### src/rtl/uart_tx.sv
// UART transmitter: frames a parallel word as start, LSB-first data, optional parity and one stop bit,
// holding each bit for a latched, clamped number of system clocks.
module uart_tx #(
  parameter int DATA_WIDTH = 8
) (
  input  logic                  CLK,
  input  logic                  RST,
  input  logic [DATA_WIDTH-1:0] P_DATA,
  input  logic                  DATA_VALID,
  input  logic                  PAR_EN,
  input  logic                  PAR_TYP,
  input  logic [4:0]            prescale,
  output logic                  TX_OUT,
  output logic                  busy
);

  localparam int BW = (DATA_WIDTH > 8) ? 4 : 3;
  localparam logic [BW-1:0] LAST_BIT = BW'(DATA_WIDTH - 1);

  typedef enum logic [2:0] {IDLE, START, DATA, PARITY, STOP} state_t;

  state_t                  state_q, state_d;
  logic [4:0]              cnt_q, cnt_d;
  logic [4:0]              presc_q, presc_d;
  logic [BW-1:0]           bit_q, bit_d;
  logic [DATA_WIDTH-1:0]   data_q, data_d;
  logic                    par_en_q, par_en_d;
  logic                    par_bit_q, par_bit_d;
  logic                    tx_q, tx_d;
  logic                    busy_q, busy_d;
  logic                    last_tick;
  logic [BW-1:0]           next_bit;

  assign last_tick = (cnt_q == presc_q - 5'd1);
  assign next_bit  = bit_q + BW'(1);

  always_comb begin
    state_d   = state_q;
    cnt_d     = cnt_q;
    presc_d   = presc_q;
    bit_d     = bit_q;
    data_d    = data_q;
    par_en_d  = par_en_q;
    par_bit_d = par_bit_q;
    tx_d      = tx_q;
    busy_d    = busy_q;

    if (state_q != IDLE) begin
      cnt_d = last_tick ? 5'd0 : cnt_q + 5'd1;
    end

    case (state_q)
      IDLE: begin
        tx_d   = 1'b1;
        busy_d = 1'b0;
        if (DATA_VALID && !busy_q) begin
          data_d    = P_DATA;
          par_en_d  = PAR_EN;
          par_bit_d = (^P_DATA) ^ PAR_TYP;
          presc_d   = (prescale < 5'd4) ? 5'd4 : prescale;
          cnt_d     = 5'd0;
          bit_d     = '0;
          state_d   = START;
          tx_d      = 1'b0;
          busy_d    = 1'b1;
        end
      end
      START: begin
        if (last_tick) begin
          state_d = DATA;
          tx_d    = data_q[0];
        end
      end
      DATA: begin
        if (last_tick) begin
          if (bit_q == LAST_BIT) begin
            state_d = par_en_q ? PARITY : STOP;
            tx_d    = par_en_q ? par_bit_q : 1'b1;
          end else begin
            bit_d = next_bit;
            tx_d  = data_q[next_bit];
          end
        end
      end
      PARITY: begin
        if (last_tick) begin
          state_d = STOP;
          tx_d    = 1'b1;
        end
      end
      STOP: begin
        // busy drops together with the return to IDLE so a held request is taken one cycle later
        if (last_tick) begin
          state_d = IDLE;
          tx_d    = 1'b1;
          busy_d  = 1'b0;
        end
      end
      default: begin
        state_d = IDLE;
        tx_d    = 1'b1;
        busy_d  = 1'b0;
      end
    endcase
  end

  always_ff @(posedge CLK) begin
    if (RST) begin
      state_q   <= IDLE;
      cnt_q     <= 5'd0;
      presc_q   <= 5'd4;
      bit_q     <= '0;
      data_q    <= '0;
      par_en_q  <= 1'b0;
      par_bit_q <= 1'b0;
      tx_q      <= 1'b1;
      busy_q    <= 1'b0;
    end else begin
      state_q   <= state_d;
      cnt_q     <= cnt_d;
      presc_q   <= presc_d;
      bit_q     <= bit_d;
      data_q    <= data_d;
      par_en_q  <= par_en_d;
      par_bit_q <= par_bit_d;
      tx_q      <= tx_d;
      busy_q    <= busy_d;
    end
  end

  assign TX_OUT = tx_q;
  assign busy   = busy_q;

endmodule

### config.mk
export PLATFORM = sky130hd
export DESIGN_NAME = uart_tx
export DESIGN_NICKNAME = d
export VERILOG_FILES = /design/src/rtl/uart_tx.sv
export SDC_FILE = /design/constraint.sdc
export NUM_CORES = 1
export LEC_CHECK = 0
export ABC_AREA = 1
export ABC_CLOCK_PERIOD_IN_PS = 1800
export CORE_AREA = 2 2 69 71
export DETAILED_ROUTE_END_ITERATION = 10
export DIE_AREA = 0 0 71 73
export PLACE_DENSITY_LB_ADDON = 0.1
export REMOVE_ABC_BUFFERS = 1
export SLEW_MARGIN = 20
export SYNTH_ARGS = -nofsm -noshare
export SYNTH_HDL_FRONTEND = slang
export SYNTH_SLANG_ARGS = --single-unit
### constraint.sdc
create_clock -name CLK -period 1.8 [get_ports CLK]
set_input_delay 0.27 -clock CLK [delete_from_list [all_inputs] [get_ports CLK]]
set_output_delay 0.27 -clock CLK [all_outputs]
set_load 0.01 [all_outputs]
==> results.txt <==
----------------------------------------------------
[Floorplanning]
  Placeable core region ... 4540 sq um
  Full die area ... 5180 sq um
  Row count ... 25
  Die Span Y ... 73 um
  Die outline width ... 71 um
  Top Ports ... 20
  Effective utilization at floorplan ... 35.8%

[Finish]
  Total inserted antenna cells ... 0
  Layout area overhead ... 20.7%
  Fin area ... 1960 sq um
  Final-stage net count ... 279
  Sequential cell area ... 561 sq um
  Share of layout cells above drive strength 1 ... 12.1%
  Footprint of the multi-input gates ... 910 sq um
  Number of fill cells in the layout ... 475

[Setup path]
  Endpoint kind of the worst setup timing path ... flip-flop
  Startpoint-to-endpoint class of the critical path ... flip-flop to flip-flop
  Worst Path Required ... 1980 ps
  Standard cell with the maximum stage delay on the critical path ... dfxtp_1
  Data arrival, critical path ... 1780 ps
  Stage delay of the slowest cell on the critical path ... 350 ps
  Worst-path cell chain ... inv_2, ha_1, inv_1, nand2_1, nand2_1, nor2_1, nand2_1, nor2_4, nand2_4, nand3_2, nand3_1, nand2_1, nor2_1
  Maximum fanout along the worst path ... 8
  Crit path top cell by count ... nand2_1
  Critical path startpoint category ... flip-flop

[Routing]
  Number of remaining DRC errors ... 0
  Via count of the routed design ... 1461
  Initial detailed-routing violation count ... 45
  Number of nets still failing antenna checks after routing ... 0
  Drt first pass iters ... 4
  Overall routed net length ... 3.48 mm
  Routed wirelength normalized by instance count ... 11.2 um
  Vias per inst ... 4.71

[Timing]
  Worst-case headroom to the max-slew limit ... 69.4%
  Final clock period utilization by the worst path ... 89.1%
  Final total negative setup slack ... 0 ps
  Total count of hold-check failures in the final report ... 0
  Final Setup Violations ... 0
  Final max-slew violation count ... 0
  Unrepaired setup endpoints after global routing ... false
  Max Freq ... 624 MHz
  Max Clock Skew ... 4.59 ps
  Final period demand of the worst path ... 1600 ps
  Least-Margin Pin Slew ... 458 ps

[Global route]
  Total Routing Usage GR ... 14.8%
  Wire length of the first global-routing pass ... 6.24 mm
  Vias in the first global route ... 1410
  Antenna violations before repair ... 0
  Largest net degree at the start of global routing ... 17
  Leftover overflow at the end of global routing ... 0

[Clocking]
  TritonCTS clock tree ... yes
  Number of H-tree levels ... 1
  Total CTS buffers ... 3
  Insertion delay to the later sink of the worst-skew pair ... 280 ps
  Sink Count ... 28
  Total of cells resized after clock tree synthesis ... 0
  Number of buffers added to fix hold violations after cts ... 0
  Post-CTS setup buffer count ... 0
  Clock tree root buffer cell ... clkbuf_8
  Max Root-Sink Buffers ... 2
  Worst-path clk slew ... 100 ps

[Power]
  Leak ... 0.887 nW
  Power Dens Cells ... 1420 nW/um^2
  Peak supply drop ... 0.726 mV

[Synthesis]
  Post-synthesis area per instance ... 7.00 sq um
  Post-synthesis cell count ... 232
  Unique masters post-synth ... 26
  Flip-flop and latch count after synthesis ... 28
  Total number of yosys warnings ... 0
  Portion of the post-synthesis area used by sequential elements ... 34.5%
  Cell Area, Synth ... 1620 sq um

[Run]
  Max Cap Viol ... 0

[Place]
  Cell area reported after detailed placement ... 1890 sq um
  DP HPWL ... 2.73 mm
  GPL Wtd Cong ... 0.840
  Port Buffer Count ... 19

[Run status]
  Outcome ... completed

[Worst hold path]
  Hold Path Class ... flip-flop to flip-flop

----------------------------------------------------
kinds of logic (layout without fill, tap and decap cells):
family	Yosys count	after routing	synth area share, %
AOI/OAI and AO/OA	35	35	12.6
xor gates and xnor gates	8	8	4.31
adders and majority gates	4	4	3.08
buffers and inverters	39	63	9.48
DFF	28	28	34.5
and+or+nand+nor	118	118	36.0
where the power goes:
part / internal (W) / switching (W) / total [W] / leakage, nW
Clock: 0.000298 / 0.000201 / 0.000499 / 0.0357
Sequential: 0.000789 / 0.000133 / 0.000922 / 0.229
Combinational: 0.000529 / 0.000835 / 0.00136 / 0.622
Total: 0.00162 / 0.00117 / 0.00278 / 0.887
final timing paths:
path / startpoint / to / slack [ps] / depth (start not counted)
worst max-delay path: presc_q[0] / state_q[2] / 200 / 13
worst min-delay path: data_q[2] / data_q[2] / 490 / 1
worst max register to register: presc_q[0] / state_q[2] / 200 / 13
worst min register to register: data_q[2] / data_q[2] / 490 / 1
metal layers:
layer | up-vias | routed length (um) | global-route usage, %
li1 | 787 | - | -
met2 | 13 | 1720 | 27.0
met3 | 2 | 83 | 2.90
met1 | 659 | 1660 | 18.4
met5 | - | 0 | 0
met4 | 0 | 19 | 2.52
final cells by class:
cell class,instances,share of cell area (%)
clock buffer,3,2.11
clock inverter,1,1.53
inverter,37,7.08
multi-input combinational,165,46.4
sequential,28,28.6
tap,54,3.45
timing repair buffer,22,10.8
worst max-delay path: cells and delay by family (launching register included):
kind	cells	cell delay (ps)
buf+inv	2	100
simple gates	10	760
fa+ha+maj	1	290
flops	1	350
synth_stat cells:
cell type | number | area (sq um)
a21oi_1 | 14 | 70.1
a22o_1 | 7 | 61.3
a32oi_1 | 1 | 8.76
buf_6 | 1 | 11.3
clkbuf_1 | 1 | 3.75
dfxtp_1 | 28 | 561
ha_1 | 4 | 50.1
inv_1 | 29 | 109
inv_2 | 8 | 30.0
nand2_1 | 61 | 229
nand2_2 | 1 | 6.26
nand2_4 | 4 | 45.0
nand3_1 | 19 | 95.1
nand3_2 | 1 | 10.0
nand3b_1 | 2 | 15.0
nand4_1 | 2 | 12.5
nor2_1 | 18 | 67.6
nor2_2 | 4 | 25.0
nor2_4 | 2 | 22.5
nor2_8 | 2 | 40.0
nor3_2 | 1 | 10.0
o21ai_0 | 6 | 30.0
o21ai_1 | 7 | 35.0
or2_2 | 1 | 6.26
xnor2_1 | 4 | 35.0
xor2_1 | 4 | 35.0
sequential cells by signal (all words and copies together), names as in the netlist:
register	cells
bit_q	3
cnt_q	5
data_q	8
par_bit_q	1
par_en_q	1
state_q	3
TX_OUT	1
busy	1
presc_q	5
metrics by stage:
step | utilization [%] | std cells | setup slack (ps) | total power [W] | hold slack, ps
final | 43.2 | 310 | 197 | 0.00278 | 487
after global routing | 43.2 | 310 | 25.9 | 0.00306 | 502
after CTS | 43.2 | 310 | 198 | 0.00282 | 490
after detailed placement | 41.7 | 306 | 112 | 0.00231 | 461
after global placement | 41.7 | 306 | 99.0 | 0.00232 | 458
after floorplan | - | 230 | 305 | 0.00197 | 339
cell usage in the layout, fill, tap and decap left out, types with 6 or more instances in the layout:
master	count
nand2_1	61
inv_1	29
dfxtp_1	28
nand3_1	19
clkdlybuf4s50_1	19
nor2_1	18
a21oi_1	14
inv_2	8
o21ai_1	7
a22o_1	7
o21ai_0	6
No activity file was read; power rests on OpenSTA's default activity.
